--- config.mk ---
export PLATFORM = sky130hd
export DESIGN_NAME = half_matrix_loader
export DESIGN_NICKNAME = d
export VERILOG_FILES = /design/src/rtl/half_matrix_loader.sv
export SDC_FILE = /design/constraint.sdc
export NUM_CORES = 2
export LEC_CHECK = 0
export CORE_AREA = 2 2 641 643
export DETAILED_ROUTE_END_ITERATION = 10
export DIE_AREA = 0 0 643 645
export PLACE_DENSITY = 0.36
export SLEW_MARGIN = 20
export SYNTH_ARGS = -nofsm -noshare
export SYNTH_HDL_FRONTEND = slang
export SYNTH_SLANG_ARGS = --single-unit
--- constraint.sdc ---
create_clock -name clk -period 3.9 [get_ports clk]
set_clock_uncertainty 0.2 [all_clocks]
set_input_delay 0.975 -clock clk [delete_from_list [all_inputs] [get_ports clk]]
set_output_delay 0.975 -clock clk [all_outputs]
set_load 0.02 [all_outputs]
--- src/rtl/half_matrix_loader.sv ---
// Assembles a stream of binary16 elements into a WIDTH x HEIGHT matrix, row-major,
// and holds it for the downstream stage until consumed. Single-buffered.
module half_matrix_loader #(
    parameter int unsigned WIDTH  = 10,
    parameter int unsigned HEIGHT = 10
) (
    input  logic                                 clk,
    input  logic                                 reset,
    input  logic [15:0]                          in_data,
    input  logic                                 in_valid,
    input  logic                                 in_last,
    output logic                                 in_ready,
    output logic [WIDTH-1:0][HEIGHT-1:0][15:0]   m_out,
    output logic                                 out_valid,
    input  logic                                 out_ready,
    output logic                                 frame_err
);

    localparam int unsigned IW = (WIDTH > 1) ? $clog2(WIDTH) : 1;
    localparam int unsigned JW = (HEIGHT > 1) ? $clog2(HEIGHT) : 1;
    localparam logic [IW-1:0] IMax = IW'(WIDTH - 1);
    localparam logic [JW-1:0] JMax = JW'(HEIGHT - 1);

    typedef enum logic {StLoad, StFull} state_e;

    state_e                             state_q, state_d;
    logic [IW-1:0]                      i_q, i_d;
    logic [JW-1:0]                      j_q, j_d;
    logic                               err_q, err_d;
    logic                               wr_en;
    logic                               is_last;
    logic [WIDTH-1:0][HEIGHT-1:0][15:0] m_q;

    assign is_last   = (i_q == IMax) && (j_q == JMax);
    assign in_ready  = (state_q == StLoad);
    assign out_valid = (state_q == StFull);
    assign frame_err = err_q;
    assign m_out     = m_q;

    always_comb begin
        state_d = state_q;
        i_d     = i_q;
        j_d     = j_q;
        err_d   = err_q;
        wr_en   = 1'b0;
        case (state_q)
            StLoad: begin
                if (in_valid) begin
                    if (is_last) begin
                        wr_en   = 1'b1;
                        i_d     = '0;
                        j_d     = '0;
                        state_d = StFull;
                        if (!in_last) err_d = 1'b1;
                    end else if (in_last) begin
                        // Early in_last: drop the partial frame and restart at [0][0].
                        i_d   = '0;
                        j_d   = '0;
                        err_d = 1'b1;
                    end else begin
                        wr_en = 1'b1;
                        if (j_q == JMax) begin
                            j_d = '0;
                            i_d = i_q + 1'b1;
                        end else begin
                            j_d = j_q + 1'b1;
                        end
                    end
                end
            end
            StFull: begin
                if (out_ready) state_d = StLoad;
            end
        endcase
    end

    always_ff @(posedge clk) begin
        if (reset) begin
            state_q <= StLoad;
            i_q     <= '0;
            j_q     <= '0;
            err_q   <= 1'b0;
            m_q     <= '0;
        end else begin
            state_q <= state_d;
            i_q     <= i_d;
            j_q     <= j_d;
            err_q   <= err_d;
            if (wr_en) m_q[i_q][j_q] <= in_data;
        end
    end

endmodule
After elaboration in Yosys (flattened, before gate mapping). Cells that the tools add are included.

Flip-flop bits (word level): 1610. Input bits: 21.

Bitwise logic cells: 1. Add/subtract/negate cells: 2. Muxes and demuxes: 22. Equality and inequality tests: 3. $lt $le $gt $ge: 4. Reduce and logical (&&, ||, !) cells: 8.

Operators by type and width (number): $bwmux W1600 (1); $demux W160 S4 (1); $mux W160 (1); $demux W16 S4 (1); $mux W4 (6); $mux W16 (1); $lt A4 B5 Y1 const B (2); $mux W1 (10); $add A4 B1 Y4 const B (2); $eq A4 B4 Y1 const B (2); $ge A4 B1 Y1 const B (2); $reduce_and A4 Y1 (1); $logic_and A1 B1 Y1 (3); $reduce_and A3 Y1 (1); $reduce_bool A3 Y1 (1); $ne A2 B2 Y1 const B (1); $pmux W1 S2 (1); $reduce_and A2 Y1 (1); $reduce_bool A2 Y1 (1); $not A1 Y1 (1).

Logic depth before layout (Yosys ltp).
Word-level depth: 7. Depth in mapped cells: 11. Gate-level depth less buffers: 8.

Least setup slack after synthesis. No wires, ideal clock.

Kind: flip-flop to flip-flop. Start point: register i_q[3]. End point: register m_q (netlist bit m_out[1297]). Arrival: 2.475 ns. Cell stages (with the launch flop): 12. Setup time: 0.129 ns. Path slack: 1.096 ns. Clock period less this slack: 2.804 ns. Data required time: 3.571 ns. Cells stage by stage: dfxtp_1 -> nor2b_1 -> clkbuf_1 -> nand3_1 -> ha_1 -> and4bb_2 -> buf_2 -> buf_2 -> nand3_1 -> clkbuf_1 -> nand3b_1 -> o21ai_0.

Word-level cells in the longest chain between the ends: 5.

Ends and longest elaborated chain: start, declared (RTL line 27) `logic [IW-1:0] i_q, i_d;`; start signal, assigned (RTL line 86) `i_q <= i_d;`; $lt A4 B5 Y1 (not written as such) (tied with other cells) (RTL line 89) `if (wr_en) m_q[i_q][j_q] <= in_data;`; $logic_and A1 B1 Y1 (on tied branches) (RTL line 89, 34); $mux W160 (not written as such) or $mux W1 (tied branches) (RTL line 89, 49); $demux W160 S4 or $mux W1 (tied branches) (RTL line 89, 48); $bwmux W1600 or $mux W1 (tied branches) (RTL line 89, 46); end signal, assigned by index (RTL line 89); end, declared (RTL line 32) `logic [WIDTH-1:0][HEIGHT-1:0][15:0] m_q;`.

Several ways; a longest one is shown, not always the timed one. A chain may end at the register's enable or synchronous reset.

Worst setup path after layout.
Start point: register m_q (netlist bit m_out[48]). End point: output port m_out[48] (netlist bit).

RTL lines: end, declared (RTL line 13) `output logic [WIDTH-1:0][HEIGHT-1:0][15:0] m_out,`.

No word-level cell between the ends.

==> out/results.txt <==
A synthesized cell averages 9.86 um^2. The max-slew violation total from the final report is 0, and the vias after detailed routing is 49700. The number of placed I/O pins is 1624, and the routability congestion estimate is 0.757. Entering global routing, the biggest net connects 149 pins.

Walking the worst path, the cells encountered are clkdlybuf4s50_1. For the initial antenna violation count, the log shows 40. The final number of hold-violating endpoints came out at 0.

Setup slack on the critical path of the routed design comes to 332 ps. The register clock-pin slew on the reported worst setup and hold paths was 80 ps. After routing, the total negative slack on setup checks comes to 0 ps. The cell family contributing the most delay on the critical path is buffers and inverters. Filler cell count in the final layout: 44600.

The tools report the type of destination of the critical path as an output pin. Ranked by total cell area, the synthesized netlist is headed by sky130_fd_sc_hd__dfxtp_1 57%, sky130_fd_sc_hd__nand3b_1 21%, sky130_fd_sc_hd__o21ai_0 14%. Overall die area: 0.415 mm^2.

Counting instances in the post-synthesis netlist gives the leading cell types as 1610 x sky130_fd_sc_hd__dfxtp_1, 1600 x sky130_fd_sc_hd__nand3b_1, 1577 x sky130_fd_sc_hd__o21ai_0, 594 x sky130_fd_sc_hd__clkbuf_1, 108 x sky130_fd_sc_hd__nand3_1. Number of failing setup endpoints in the final timing report: 0. Starting density of the core: 13.7%. Once layout is complete, the cells apart from fillers number 12700.

The first detailed-routing pass took 6 iterations. The run gives 0.0215 mm^2 as the area taken by multi-input logic gates. For this run, the slowest stage of the critical path takes 990 ps. Measured in cells, the most critical reg-to-reg path has a length of 9.

Sequential cells were found to cover 57.5% of the synthesized design area. The final layout contains 7112 nets. The leading area contributor after synthesis is sky130_fd_sc_hd__dfxtp_1.

The clock drives 1610 sinks. The via count of the first global-routing pass is 47500, and the clock tree buffer depth is 4. The run gives 0 as the total congestion overflow. The run finished with clean final reports. At the worst endpoint, the arrival time is 2390 ps. The most instantiated flip-flop cell in the synthesis netlist is sky130_fd_sc_hd__dfxtp_1. The die is 643 um wide. Worst setup path category: reg -> out. Buffers placed on the I/O ports in this run total 1623. The detail-routed via count per cell was 3.91; the met3 track demand over resource in global routing was 4.05%. The run gives 4253 as the detailed router's first-iteration violation count.

In this run the tightest slew margin relative to its limit is 39.2%. In this run, synthesis produced a sequential element count of 1610. Type of the tightest min-delay check: reg -> reg. The depth of the CTS H-tree is 4. The tools report the required time of the critical path as 2720 ps. For hold timing, the worst endpoint is frame_err$_SDFFE_PP0P_.

Among all cell types in the netlist, the one instantiated most often is sky130_fd_sc_hd__dfxtp_1. The post-placement setup slack is 193 ps. For this run, the number of Yosys warnings is 0. For the worst IR drop on VDD, the log shows 0.290 mV. Count of antenna-violating nets left after detailed routing: 0.

The largest individual stage delay along the critical path comes from the cell sky130_fd_sc_hd__clkdlybuf4s50_1. After detailed routing, the average wire length per cell comes to 24.6 um. After synthesis the cells add up to 0.0561 mm^2.

The post-detailed-route DRC marker count is 0. The logs give 420 mm for the global-route wire length before repair and 0.408 mm^2 for the placeable core area. STA classifies the critical path startpoint as a flip-flop. Max-cap violations in this run came to 0. The final critical delay including setup and external delays was 3570 ps. For the pin with the worst max-slew slack, the measured transition is 912 ps. The total number of placement rows is 235, and the power density relative to cell area is 428 mW/mm^2. The share of async-settable or async-resettable flops after synthesis came out at 0%. met2 is the most crowded layer. In this run the worst path has a maximum fanout of 2. The tools report the start point of the worst min-delay path as frame_err$_SDFFE_PP0P_. The worst path uses 91.5% of the clock period. The area growth from synthesis to final layout was 53.6%; the overall track demand over capacity in global routing was 14.3%. Counting every instance in the synthesized netlist gives 5688. Summed over all nets, the half-perimeter wirelength after detailed placement is 211 mm.

For this block, the routed nets add up to 312 mm of wire. In the global route stage, met2 resource usage came out at 25.0%. The number of stages on the worst hold path works out to 2. The netlist uses 30 different library cells.

The worst register-to-register path ends at m_out[1004]$_SDFFE_PP0P_. The worst register-to-register path begins at i_q[3]$_SDFFE_PP0P_. TritonCTS built the clock tree. The slack of the worst reg-to-reg path is 850 ps. Buffers inserted to repair hold after CTS numbered 0. The number of gates resized after CTS came out at 0. Buffers inserted during post-CTS setup optimization: 0.

After synthesis, the largest area contributor takes up 57.5% of total cell area. The die height was 645 um; the cell count after placement was 12300. For this design the static power due to leakage is 27.6 nW. For the worst-skew pair, the clock arrives at the later sink with an insertion delay of 840 ps. For the fraction of met1 tracks used by global routing, the log shows 16.7%. Number of flops mapped to enable cells by yosys: 0.

The tools report the clock root buffer as sky130_fd_sc_hd__clkbuf_16. Counting the buffers created by CTS gives 201. Setup repair after global routing left no endpoint under its margin.

The share of layout cells above drive strength 1 works out to 8.37%. Net count after synthesis: 5715. Number of buffer and inverter instances along the worst setup path: 1. Across the whole layout, storage elements account for 0.0322 mm^2. Based on the critical path, the design can be clocked at up to 280 MHz.
==> sequential cells by signal (all words and copies together), names as in the netlist <==
name,count
frame_err,1
i_q,4
j_q,4
m_out,1600
out_valid,1
==> report_power, final <==
part | internal (mW) | leakage (nW) | switching (mW)
Combinational | 0.476 | 11.5 | 0.971
Clock | 11.1 | 3.23 | 7.83
Sequential | 16.5 | 13.0 | 0.00951
==> kinds of logic after synthesis <==
logic type | synth area share (%)
and+or+nand+nor | 23.1
AOI/OAI and AO/OA | 14.5
DFF | 57.5
buffers and inverters | 4.83
adders and majority gates | 0.134
==> final cells by class <==
class	instances	share of cell area (%)
antenna	22	0.0639
clock buffer	297	6.84
clock inverter	51	0.767
inverter	6	0.0261
multi-input combinational	3386	24.9
sequential	1610	37.4
tap	5451	7.92
timing repair buffer	1880	22.1
==> per-layer routing <==
layer	vias to the layer above	routed length, um	part of all wire, %
li1	22900	-	-
met1	24400	124000	40
met2	1910	153000	49
met3	403	23800	7.6
met4	4	11400	3.6
met5	-	23	0.0074
==> cell usage in the layout (no fill, tap or decap), types with 8 or more instances in the layout <==
cell type,n
sky130_fd_sc_hd__a21oi_1,8
sky130_fd_sc_hd__buf_12,68
sky130_fd_sc_hd__buf_4,189
sky130_fd_sc_hd__bufinv_16,10
sky130_fd_sc_hd__clkbuf_1,48
sky130_fd_sc_hd__clkbuf_16,203
sky130_fd_sc_hd__clkbuf_8,46
sky130_fd_sc_hd__clkdlybuf4s50_1,1622
sky130_fd_sc_hd__clkinv_2,25
sky130_fd_sc_hd__dfxtp_1,1610
sky130_fd_sc_hd__diode_2,22
sky130_fd_sc_hd__nand2b_4,16
sky130_fd_sc_hd__nand3_1,94
sky130_fd_sc_hd__nand3_2,14
sky130_fd_sc_hd__nand3b_1,1600
sky130_fd_sc_hd__o21ai_0,1577
sky130_fd_sc_hd__o21ai_1,28
==> per-stage QoR <==
step | hold slack [ps] | utilization [%] | total power [mW] | area (um^2)
final | 281 | 21.1 | 36.8 | 86200
after global routing | 296 | 21.1 | 38.2 | 86100
after CTS | 280 | 21.1 | 37.6 | 86100
after detailed placement | 269 | 19.5 | 18.3 | 79600
after global placement | 266 | 19.5 | 18.3 | 79600
after floorplan | 277 | - | 17.5 | 56100
==> worst max path at each step <==
stage,startpoint,end,depth (start not counted)
6_report,m_out[48]$_SDFFE_PP0P_,m_out[48],1
5_1_grt,out_valid$_SDFF_PP0_,out_valid,1
4_1_cts,m_out[48]$_SDFFE_PP0P_,m_out[48],1
3_5_place_dp,in_last,m_out[122]$_SDFFE_PP0P_,8
3_3_place_gp,in_last,m_out[330]$_SDFFE_PP0P_,8
2_1_floorplan,i_q[3]$_SDFFE_PP0P_,m_out[1297]$_SDFFE_PP0P_,11
No activity file was read; power rests on OpenSTA's default activity.
==> patch (config.mk and constraints unchanged) <==
Take the reset off `j_q` and load it in a clocked block of its own.
--- a/src/rtl/half_matrix_loader.sv
+++ b/src/rtl/half_matrix_loader.sv
@@ -80,3 +80,2 @@
             i_q     <= '0;
-            j_q     <= '0;
             err_q   <= 1'b0;
@@ -86,3 +85,2 @@
             i_q     <= i_d;
-            j_q     <= j_d;
             err_q   <= err_d;
@@ -92,2 +90,6 @@
 
+    always_ff @(posedge clk) begin
+        j_q <= j_d;
+    end
+
 endmodule
Function: not settled (the Yosys comparison gave no result); the edit may change what the design does.
==> patch against the original RTL <==
Power is 2.3% higher; sequential cell count stayed put; die area stayed put; global-route usage is 1.9 points higher; setup slack worse by 0.064 ns; routed wire length is 13% higher; cell count is 6.8% higher; cell area is 3.6% higher; count of clock-buffer cells in the layout is 11 higher; sequential share of layout area is 1.2 points lower; area after synthesis is 6.5% higher; critical endpoint is now m_out[1471].
==> patch: results (changes against the original RTL) <==
Status
  – Status: completed (unchanged)

Clock tree
  – Total setup buffers inserted after CTS: 0 (unchanged)
  – CTS Root Cell: clkbuf_16 (unchanged)
  – Worst-Skew Late Latency: 0.92 ns (was 0.84 ns)
  – Number of gates resized after CTS: 1 (was 0)
  – Clock Tree Buf Depth: 4 (unchanged)
  – CTS buffer count: 205 (was 201)
  – Reg clk slew, reported paths: 0.06 ns (was 0.08 ns)
  – CTS H-Tree Depth: 4 (unchanged)

Route
  – Number of detailed-route iterations in the first pass: 5 (was 6)
  – Via count: 52460 (was 49650)
  – Initial DRC Count: 3423 (was 4253)
  – Avg WL per Cell: 25.93 um (was 24.59 um)

Pwr
  – NetSw: 9.343 mW (was 8.808 mW)
  – Maximum VDD drop: 0.3584 mV (was 0.2902 mV)
  – Leakage: 30.64 nW (was 27.65 nW)

Critical path
  – Worst path slowest cell: clkdlybuf4s50_1 (unchanged)
  – CP Max Fanout: 2 (unchanged)
  – Max stage delay on crit path: 0.94 ns (was 0.99 ns)
  – Crit path max-delay family: buffers and inverters (unchanged)
  – Crit path DAT: 2.46 ns (was 2.39 ns)

Synth
  – Net Count, Synth: 6544 (was 5715)
  – Area contributors post-synth: dfxtp_1, nand2_1, nand3b_1 (was dfxtp_1, nand3b_1, o21ai_0)
  – Yosys warns: 0 (unchanged)
  – Synth cell types: 45 (was 30)
  – Proportion of synthesized chip area in sequential cells: 54.01% (was 57.45%)
  – Avg Cell Area, Syn: 9.174 um2 (was 9.863 um2)
  – Synth top cells by count: dfxtp_1, nand2_1, a21oi_1 (was dfxtp_1, nand3b_1, o21ai_0)
  – Number of synthesized flops with an enable pin: 4 (was 0)
  – Post-synthesis async set-or-reset flop share: 0% (unchanged)

GRT
  – Gr usage total: 16.24% (was 14.32%)
  – Vias in the first global route: 50640 (was 47520)
  – First-pass GRT wire length: 468.1 mm (was 420.2 mm)
  – Initial antenna violation count: 26 (was 40)
  – Largest net degree at the start of global routing: 113 (was 149)

Final layout
  – Final Instance Count excl. Fillers: 13570 (was 12700)
  – Number of fill cells: 44450 (was 44550)
  – Share of cells above drive strength 1: 10.73% (was 8.368%)
  – Nets@finish: 7978 (was 7112)
  – Max reg flops: 1600 (unchanged)

Placement
  – Placed inst area: 82430 um2 (was 79560 um2)
  – Dpl ws: 0.1633 ns (was 0.1925 ns)
  – Number of port buffers: 1623 (unchanged)
  – Routability cong.: 0.7902 (was 0.7565)
  – Dpl cells: 13190 (was 12330)
  – Post-DP HPWL: 245.7 mm (was 211.0 mm)

Hold path
  – Worst Hold Class: in -> reg (was reg -> reg)

STA
  – Least-Margin Pin Slew: 0.9532 ns (was 0.9118 ns)
## patch: changes by cell type after synthesis, sizes merged, moves of 11 or more
cell	delta
and3	+31
nand4	+20
nor4	+11
nand3b	-1113
a21oi	+800
nand2	+1599
clkbuf	-207
nand3	-23
o21ai	-1124
nor2	+320
mux2i	+320
buf	+177
## patch: layer usage
| metal | vias up | part of all wire (%) | global-route usage (%) |
|---|---|---|---|
| met5 | - | 0.018 | 0 |
| met2 | 1775 | 50 | 28.61 |
| li1 | 24570 | - | - |
| met1 | 25650 | 40 | 18.82 |
| met4 | 10 | 3.9 | 5.736 |
| met3 | 457 | 6.6 | 4.294 |
## patch: final timing paths
check | from | endpoint | slack [ns] | cells after the start
worst max-delay path | m_out[1471]$_SDFFE_PP0P_ | m_out[1471] | 0.27 | 1
worst min register to register | m_out[18]$_SDFFE_PP0P_ | m_out[18]$_SDFFE_PP0P_ | 0.25 | 2
worst min-delay path | in_data[11] | m_out[971]$_SDFFE_PP0P_ | 0.24 | 3
worst max register to register | j_q[1]$_SDFFCE_PP0P_ | m_out[1429]$_SDFFE_PP0P_ | 0.49 | 10
## patch: logic make-up (layout without fill, tap and decap cells)
family / count (synthesis) / in the layout / synth area share, %
AND/OR/NAND/NOR: 2613 / 2613 / 22.20
flip-flops: 1610 / 1610 / 54.01
AO/OA/AOI/OAI: 1293 / 1293 / 11.75
buffers and inverters: 666 / 2254 / 6.460
multiplexers: 320 / 320 / 5.361
adder cells (fa/ha/maj): 10 / 10 / 0.2094
XOR/XNOR: 1 / 1 / 0.01466
other: 0 / 14 / 0
## patch: area by class of cell
type	instances	area, um2	share of cell area (%)
Antenna cell	14	35.03	0.03925
Timing Repair Buffer	1883	19590	21.94
Inverter	10	37.54	0.04206
Tap cell	5451	6820	7.641
Sequential cell	1610	32270	36.16
Clock buffer	308	6030	6.755
Clock inverter	53	754.5	0.8453
Multi-Input combinational cell	4237	23720	26.57
## patch: power groups by stage
stage / sequential (mW) / combinational (mW) / clock [mW]
finish: 16.5 / 1.64 / 19.6
global route: 16.5 / 1.73 / 20.9
CTS: 16.5 / 1.72 / 20.3
detailed placement: 16.9 / 1.72 / 0
global placement: 16.9 / 1.71 / 0
floorplan: 16.9 / 0.720 / 0
